[src/rtl/if_fetch_buf_pkg.sv]
// -----------------------------------------------------------------------------
// if_fetch_buf_pkg
// Shared types and constants for the instruction-fetch front end.
//   - Bus widths and the ZERO_WORD / chip-enable encodings used on the ROM side.
//   - The fetch state machine encoding (RUN / DS_WAIT).
//   - The {pc, inst} entry stored in the prefetch FIFO.
//   - next_seq_pc(): sequential fetch address (wraps modulo 2^32).
// -----------------------------------------------------------------------------
package if_fetch_buf_pkg;

  localparam int unsigned INST_ADDR_W = 32;
  localparam int unsigned INST_W      = 32;

  localparam logic [INST_W-1:0]      ZERO_WORD        = '0;
  localparam logic                   CHIP_ENABLE      = 1'b1;
  localparam logic                   CHIP_DISABLE     = 1'b0;
  localparam logic [INST_ADDR_W-1:0] RESET_PC_DEFAULT = 32'h0000_0000;
  localparam logic [INST_ADDR_W-1:0] PC_STEP          = 32'd4;

  // RUN: normal sequential fetch. DS_WAIT: a taken branch arrived before its
  // delay slot was fetched; fetch the delay slot, then jump to the saved target.
  typedef enum logic {
    IF_ST_RUN     = 1'b0,
    IF_ST_DS_WAIT = 1'b1
  } if_state_e;

  typedef struct packed {
    logic [INST_ADDR_W-1:0] pc;
    logic [INST_W-1:0]      inst;
  } fetch_entry_t;

  // Plain 32-bit add: FFFFFFFC + 4 wraps to 00000000.
  function automatic logic [INST_ADDR_W-1:0] next_seq_pc(input logic [INST_ADDR_W-1:0] pc);
    return pc + PC_STEP;
  endfunction

endpackage : if_fetch_buf_pkg

[src/rtl/if_fetch_buf_if.sv]
// -----------------------------------------------------------------------------
// if_fetch_buf_if
// Bundles the fetch front end's control, ROM and output signals.
//   Control in : stall, flush, new_pc, branch_flag, branch_target
//   ROM        : rom_ce, rom_addr (out of the fetch unit), rom_inst (back in,
//                combinational, same cycle)
//   Output     : out_valid, out_pc, out_inst (FIFO head toward IF/ID)
// Modports:
//   master - the fetch unit (if_fetch_buf)
//   slave  - its environment (pipeline control, ROM model, IF/ID register)
// -----------------------------------------------------------------------------
interface if_fetch_buf_if;

  logic        stall;
  logic        flush;
  logic [31:0] new_pc;
  logic        branch_flag;
  logic [31:0] branch_target;

  logic        rom_ce;
  logic [31:0] rom_addr;
  logic [31:0] rom_inst;

  logic        out_valid;
  logic [31:0] out_pc;
  logic [31:0] out_inst;

  modport master (
    input  stall, flush, new_pc, branch_flag, branch_target, rom_inst,
    output rom_ce, rom_addr, out_valid, out_pc, out_inst
  );

  modport slave (
    output stall, flush, new_pc, branch_flag, branch_target, rom_inst,
    input  rom_ce, rom_addr, out_valid, out_pc, out_inst
  );

endinterface : if_fetch_buf_if

[src/rtl/if_fetch_buf_fifo.sv]
// -----------------------------------------------------------------------------
// if_fetch_buf_fifo
// Prefetch FIFO of {pc, inst} entries (64 bits each), DEPTH entries deep.
// DEPTH must be a power of two >= 2 so the pointer wrap is a natural overflow.
// Ports:
//   clk      in   clock, rising edge
//   rst_n    in   synchronous active-low reset (empties the FIFO)
//   push_i   in   write wdata_i at the tail (ignored when full unless popping)
//   pop_i    in   drop the head (ignored when empty)
//   clear_i  in   discard every entry; overrides push and pop
//   wdata_i  in   entry to write
//   rdata_o  out  head entry (meaningful only when !empty_o)
//   full_o   out  DEPTH entries held
//   empty_o  out  no entries held
// -----------------------------------------------------------------------------
module if_fetch_buf_fifo
  import if_fetch_buf_pkg::*;
#(
  parameter int unsigned DEPTH = 2
) (
  input  logic         clk,
  input  logic         rst_n,
  input  logic         push_i,
  input  logic         pop_i,
  input  logic         clear_i,
  input  fetch_entry_t wdata_i,
  output fetch_entry_t rdata_o,
  output logic         full_o,
  output logic         empty_o
);

  localparam int unsigned AW = (DEPTH > 1) ? $clog2(DEPTH) : 1;

  // One extra pointer bit distinguishes full from empty when the index bits match.
  typedef logic [AW:0] ptr_t;

  fetch_entry_t mem_q [DEPTH];
  ptr_t         wr_ptr_q, wr_ptr_d;
  ptr_t         rd_ptr_q, rd_ptr_d;
  logic         do_push;
  logic         do_pop;

  assign empty_o = (wr_ptr_q == rd_ptr_q);
  assign full_o  = (wr_ptr_q[AW] != rd_ptr_q[AW]) &&
                   (wr_ptr_q[AW-1:0] == rd_ptr_q[AW-1:0]);

  // A simultaneous pop frees the slot a full FIFO needs for the push.
  assign do_pop  = pop_i  & ~empty_o & ~clear_i;
  assign do_push = push_i & (~full_o | do_pop) & ~clear_i;

  assign rdata_o = mem_q[rd_ptr_q[AW-1:0]];

  always_comb begin
    // NOTE: every always_comb output gets a default first so no path leaves it
    // unassigned (which would infer a latch).
    wr_ptr_d = wr_ptr_q;
    rd_ptr_d = rd_ptr_q;
    if (clear_i) begin
      // Collapse to empty at the current read position.
      wr_ptr_d = rd_ptr_q;
    end else begin
      if (do_push) wr_ptr_d = wr_ptr_q + ptr_t'(1);
      if (do_pop)  rd_ptr_d = rd_ptr_q + ptr_t'(1);
    end
  end

  // NOTE: sequential state is updated with non-blocking assignments so every
  // register samples pre-edge values regardless of block ordering.
  always_ff @(posedge clk) begin
    if (!rst_n) begin
      wr_ptr_q <= '0;
      rd_ptr_q <= '0;
    end else begin
      wr_ptr_q <= wr_ptr_d;
      rd_ptr_q <= rd_ptr_d;
    end
  end

  // NOTE: the storage array is deliberately not reset; the pointers alone
  // decide which entries are live, so stale contents are never observed.
  always_ff @(posedge clk) begin
    if (do_push) mem_q[wr_ptr_q[AW-1:0]] <= wdata_i;
  end

endmodule : if_fetch_buf_fifo

[src/rtl/if_fetch_buf.sv]
// -----------------------------------------------------------------------------
// if_fetch_buf
// Instruction-fetch front end between the PC source and the IF/ID register.
// Drives a combinational instruction ROM, queues fetched {pc, inst} pairs in a
// prefetch FIFO so ID stalls lose nothing, and performs branch redirects that
// honour the MIPS delay slot plus exception flushes (flush > branch).
// Parameters:
//   DEPTH     prefetch FIFO entries (power of two, >= 2)
//   RESET_PC  first fetch address after reset
// Ports:
//   clk   in   clock, rising edge
//   rst   in   synchronous active-low reset
//   bus   if   if_fetch_buf_if.master: control inputs, ROM ce/addr/inst,
//              FIFO head outputs (out_valid/out_pc/out_inst)
// -----------------------------------------------------------------------------
module if_fetch_buf
  import if_fetch_buf_pkg::*;
#(
  parameter int unsigned DEPTH    = 2,
  parameter logic [31:0] RESET_PC = RESET_PC_DEFAULT
) (
  input  logic           clk,
  input  logic           rst,
  if_fetch_buf_if.master bus
);

  if_state_e    state_q, state_d;
  logic [31:0]  pc_q, pc_d;
  logic [31:0]  tgt_q, tgt_d;
  logic         rom_ce_q;

  logic         push;
  logic         pop;
  logic         clear;
  logic         fifo_full;
  logic         fifo_empty;
  logic         head_valid;
  logic         branch_take;
  logic         has_room;
  fetch_entry_t wr_entry;
  fetch_entry_t head;

  assign head_valid  = ~fifo_empty;
  assign pop         = head_valid & ~bus.stall;
  assign has_room    = ~fifo_full | pop;
  // A branch is only honoured in RUN and only while ID is not stalled.
  assign branch_take = (state_q == IF_ST_RUN) & bus.branch_flag & ~bus.stall;
  assign wr_entry    = '{pc: pc_q, inst: bus.rom_inst};

  // Next-state / redirect decode, in priority order.
  always_comb begin
    state_d = state_q;
    pc_d    = pc_q;
    tgt_d   = tgt_q;
    push    = 1'b0;
    clear   = 1'b0;

    if (bus.flush) begin
      // Exception: drop everything, including a pending branch target.
      clear   = 1'b1;
      pc_d    = bus.new_pc;
      state_d = IF_ST_RUN;
    end else if (state_q == IF_ST_DS_WAIT) begin
      // pc already points at the delay slot; fetch it, then jump.
      push = rom_ce_q & has_room;
      if (push) begin
        pc_d    = tgt_q;
        state_d = IF_ST_RUN;
      end
    end else if (branch_take && head_valid) begin
      // The head is the delay slot and is consumed this cycle; everything
      // behind it is on the wrong path, so clearing empties the FIFO exactly.
      clear = 1'b1;
      pc_d  = bus.branch_target;
    end else if (branch_take) begin
      // Delay slot not fetched yet: pc (= branch PC + 4) holds.
      tgt_d   = bus.branch_target;
      state_d = IF_ST_DS_WAIT;
    end else begin
      // Sequential fetch. When full and not popping the ROM read is simply
      // discarded and pc holds.
      push = rom_ce_q & has_room;
      if (push) pc_d = next_seq_pc(pc_q);
    end
  end

  always_ff @(posedge clk) begin
    if (!rst) begin
      state_q  <= IF_ST_RUN;
      pc_q     <= RESET_PC;
      tgt_q    <= '0;
      rom_ce_q <= CHIP_DISABLE;
    end else begin
      state_q  <= state_d;
      pc_q     <= pc_d;
      tgt_q    <= tgt_d;
      // Enable rises on the first edge out of reset; first fetch one cycle later.
      rom_ce_q <= CHIP_ENABLE;
    end
  end

  if_fetch_buf_fifo #(
    .DEPTH (DEPTH)
  ) u_fifo (
    .clk     (clk),
    .rst_n   (rst),
    .push_i  (push),
    .pop_i   (pop),
    .clear_i (clear),
    .wdata_i (wr_entry),
    .rdata_o (head),
    .full_o  (fifo_full),
    .empty_o (fifo_empty)
  );

  assign bus.rom_ce    = rom_ce_q;
  assign bus.rom_addr  = pc_q;
  assign bus.out_valid = head_valid;
  assign bus.out_pc    = head_valid ? head.pc   : ZERO_WORD;
  assign bus.out_inst  = head_valid ? head.inst : ZERO_WORD;

endmodule : if_fetch_buf

[src/flat_wrapper.sv]
// flat-port wrapper written by rule: the top's interface ports become plain ports
module if_fetch_buf_flat import if_fetch_buf_pkg::*;
#(
  parameter int unsigned DEPTH    = 2,
  parameter logic [31:0] RESET_PC = RESET_PC_DEFAULT
)
  (clk, rst, bus_stall, bus_flush, bus_new_pc, bus_branch_flag, bus_branch_target, bus_rom_inst, bus_rom_ce, bus_rom_addr, bus_out_valid, bus_out_pc, bus_out_inst);
  if_fetch_buf_if bus_i ();
  input  logic clk;
  input  logic rst;
  input wire logic [$bits(bus_i.stall)-1:0] bus_stall;
  input wire logic [$bits(bus_i.flush)-1:0] bus_flush;
  input wire logic [$bits(bus_i.new_pc)-1:0] bus_new_pc;
  input wire logic [$bits(bus_i.branch_flag)-1:0] bus_branch_flag;
  input wire logic [$bits(bus_i.branch_target)-1:0] bus_branch_target;
  input wire logic [$bits(bus_i.rom_inst)-1:0] bus_rom_inst;
  output wire logic [$bits(bus_i.rom_ce)-1:0] bus_rom_ce;
  output wire logic [$bits(bus_i.rom_addr)-1:0] bus_rom_addr;
  output wire logic [$bits(bus_i.out_valid)-1:0] bus_out_valid;
  output wire logic [$bits(bus_i.out_pc)-1:0] bus_out_pc;
  output wire logic [$bits(bus_i.out_inst)-1:0] bus_out_inst;
  assign bus_i.stall = bus_stall;
  assign bus_i.flush = bus_flush;
  assign bus_i.new_pc = bus_new_pc;
  assign bus_i.branch_flag = bus_branch_flag;
  assign bus_i.branch_target = bus_branch_target;
  assign bus_i.rom_inst = bus_rom_inst;
  assign bus_rom_ce = bus_i.rom_ce;
  assign bus_rom_addr = bus_i.rom_addr;
  assign bus_out_valid = bus_i.out_valid;
  assign bus_out_pc = bus_i.out_pc;
  assign bus_out_inst = bus_i.out_inst;
  if_fetch_buf #(.DEPTH(DEPTH), .RESET_PC(RESET_PC)) u_core (.clk(clk), .rst(rst), .bus(bus_i));
endmodule
[config.mk]
export PLATFORM = sky130hd
export DESIGN_NAME = if_fetch_buf_flat
export DESIGN_NICKNAME = d
export VERILOG_FILES = /design/src/rtl/if_fetch_buf_pkg.sv /design/src/rtl/if_fetch_buf_if.sv /design/src/rtl/if_fetch_buf_fifo.sv /design/src/rtl/if_fetch_buf.sv /design/src/flat_wrapper.sv
export SDC_FILE = /design/constraint.sdc
export NUM_CORES = 1
export LEC_CHECK = 0
export CAP_MARGIN = 40
export CORE_MARGIN = 10
export CORE_UTILIZATION = 40
export CTS_BUF_LIST = sky130_fd_sc_hd__clkbuf_8
export DETAILED_ROUTE_END_ITERATION = 16
export GPL_ROUTABILITY_DRIVEN = 0
export PLACE_DENSITY = 0.66
export SLEW_MARGIN = 0
export SYNTH_ARGS = -nofsm -noshare
export SYNTH_HDL_FRONTEND = slang
export SYNTH_SLANG_ARGS = --single-unit
[constraint.sdc]
create_clock -name clk -period 12.7 [get_ports clk]
set_input_delay 2.54 -clock clk [delete_from_list [all_inputs] [get_ports clk]]
set_output_delay 2.54 -clock clk [all_outputs]
set_load 0.1 [all_outputs]
==> out/metrics.cfg <==
[layout]
final_cell_mix=197 x clkdlybuf4s50_1, 128 x edfxtp_1, 96 x nand2_1, 90 x nor2_1, 73 x buf_8
diodes=0
fin_nets=1173
drive_gt1_share_pct=15.33
syn_to_final_growth_pct=49.56
utilization_pct=60.85
final_common_cell=clkdlybuf4s50_1
nFillCells=1713

[worst_setup_path]
start_kind=flop
crit_arrival_ps=3040
required_ps=10160
path_max_fanout=65
worst-setup-path-type=flop to output port
end_kind=output port

[cts]
clock_tree.buffer_depth=2
clk-insertion-delay-late_ps=470
cts_tree=done
path_clk_slew_ps=110
ctsHtreeMaxLevel=4
post_cts_buffers=0
cts.sinks=199
ctsResizeCount=0
cts_root_buf=clkbuf_8
cts.hold.buffers_added=0
cts_made_buffers=17

[global_routing]
top_usage_layer=met2
grt_pass1_vias=7232
antenna_found_initial=0
grt_pass1_wl_um=41630
grt_max_degree=66
globalRouteTotalUtil_pct=18.40
gr-total-overflow=0
grtUsageMet3_pct=4.423
use_met1_pct=23.48
grtUsageMet2_pct=31.01

[drt]
drt_first_iter_violations=570
route.detailed.drc=0
drt_first_pass_iters=5
wire_per_inst_um=19.83
ant_nets=0
via_count=7373
routed_via_density=5.409
routed_wl_um=27030

[synth]
yosys.area.top_type=edfxtp_1
syn-num-nets=902
synth_top_area_share_pct=43.29
async_flop_share_pct=0
yosysSeqAreaShare_pct=59.29
synth_edf_count=128
yosys_register_bits=199
synth_area_um2=8880
syn_inst=800
netlist_top_cells_area=edfxtp_1 43%, dfxtp_1 16%, mux2i_1 7.4%
netlist-cell-type-count=61
synth_warnings=0
synth_area_per_cell_um2=11.10
synth_flop_cell=edfxtp_1

[sta]
tns_ps=0
worst_pin_slew_ps=759.2
finalHoldViolations=0
fin_crit_ps=5581
rsz0062_at_grt=no
min_period_over_period_pct=43.94
slew-limit-headroom_pct=49.39
max_freq_ghz=0.1792
skew_ps=18.97
setup_ws_ps=7119
finalSetupViolations=0
drv_slew=0

[placed_design]
io_buffers=198
place_hpwl_um=19450
dp_worst_setup_slack_ps=7319

[floorplanning]
rows=54
fp.dieW_um=169.0
dieHeight_um=169.0
boundaryPins=199
core_um2=21820
start_util_pct=40.69
dieArea_um2=28560

[power_and_ir_drop]
peakVddDrop_mv=0.06922
p_total_w=0.001790
power.leakage_nw=4.518
powerDensity_nw_per_um2=134.8

[flow_run]
maxCapViolations=0

[run_status]
status=complete, no violations

[hold_path]
hold_class=flop to flop

[routing by layer]
| metal | vias up | wire, um |
|---|---|---|
| li1 | 3488 | - |
| met1 | 3571 | 11340 |
| met2 | 285 | 13570 |
| met3 | 29 | 1840 |
| met4 | 0 | 282 |
| met5 | - | 0 |
[synth_stat cells (3+ instances only)]
cell type	number
a22oi_1	3
nand3_1	35
a21oi_1	46
mux2i_1	66
xor2_1	13
edfxtp_1	128
o21ai_0	11
nand2b_1	8
buf_2	11
nand2_1	96
xnor2_1	6
nand4_1	5
nor3_1	4
o22ai_1	11
o21ai_1	8
a31oi_1	13
o21a_1	4
nor4_1	8
o211ai_1	12
a221o_1	5
buf_6	3
a221oi_1	6
clkbuf_1	37
inv_1	8
nand2_2	5
and4_1	5
o221ai_1	8
and2_1	4
o31a_1	3
nor2_1	90
o31ai_1	5
a211oi_1	12
dfxtp_1	71
and3_1	5
buf_1	4
or3_1	5
buf_4	4
[worst paths after layout]
path,slack (ps),cells after the start,endpoint,start
worst min-delay path,460,2,u_core.tgt_q[14],u_core.tgt_q[14]
worst max register to register,9720,7,u_core.tgt_q[28],u_core.u_fifo.rd_ptr_q[0]
worst max-delay path,7120,6,bus_out_pc[12],u_core.u_fifo.rd_ptr_q[0]
worst min register to register,460,2,u_core.tgt_q[14],u_core.tgt_q[14]
[power breakdown]
| part | total (W) | leakage, nW | internal, W | switching (W) |
|---|---|---|---|---|
| clock | 0.000374 | 0.173 | 0.000139 | 0.000235 |
| combinational | 0.000664 | 2.58 | 0.000252 | 0.000412 |
| sequential | 0.000752 | 1.77 | 0.000720 | 0.0000317 |
[metrics by stage]
step | std cells | cell area [um2] | hold WS (ps)
after floorplan | 800 | 8880 | 433.2
after global placement | 1230 | 11040 | 441.6
after detailed placement | 1332 | 12930 | 444.9
after CTS | 1363 | 13280 | 459.9
after global routing | 1363 | 13280 | 475.5
final | 1363 | 13280 | 460.1
[registers in the layout (all words and copies together) (netlist names), named ones only]
register and flops:
u_core.u_fifo.rd_ptr_q 2, u_core.u_fifo.wr_ptr_q 2, u_core.bus.rom_ce 1, u_core.u_fifo.mem_q 128, u_core.bus.rom_addr 32, u_core.state_q 1, u_core.tgt_q 32
[area by class of cell]
type                       count  area [um2]  share of cell area [%]
timing repair buffer         311        3946                   29.72
clock buffer                  17       234.0                   1.762
inverter                       9       33.78                  0.2544
clock inverter                14       120.1                  0.9045
sequential                   199        5269                   39.67
tap                          280       350.3                   2.638
multi-input combinational    533        3327                   25.05
[logic make-up after synthesis]
family          synth area share, %
compound gates                13.33
xor+xnor                      2.057
fa+ha+maj                    0.1409
buf+inv                       3.452
flops                         59.29
mux                           7.440
simple gates                  14.29
[worst max-delay path, stage by stage (launching register included)]
cell	delay [ps]
dfxtp_1	410
xnor2_2	370
and2_2	250
buf_4	550
nor2_1	150
clkdlybuf4s50_1	540
buf_16	200
(Power assumes the default switching activity.)
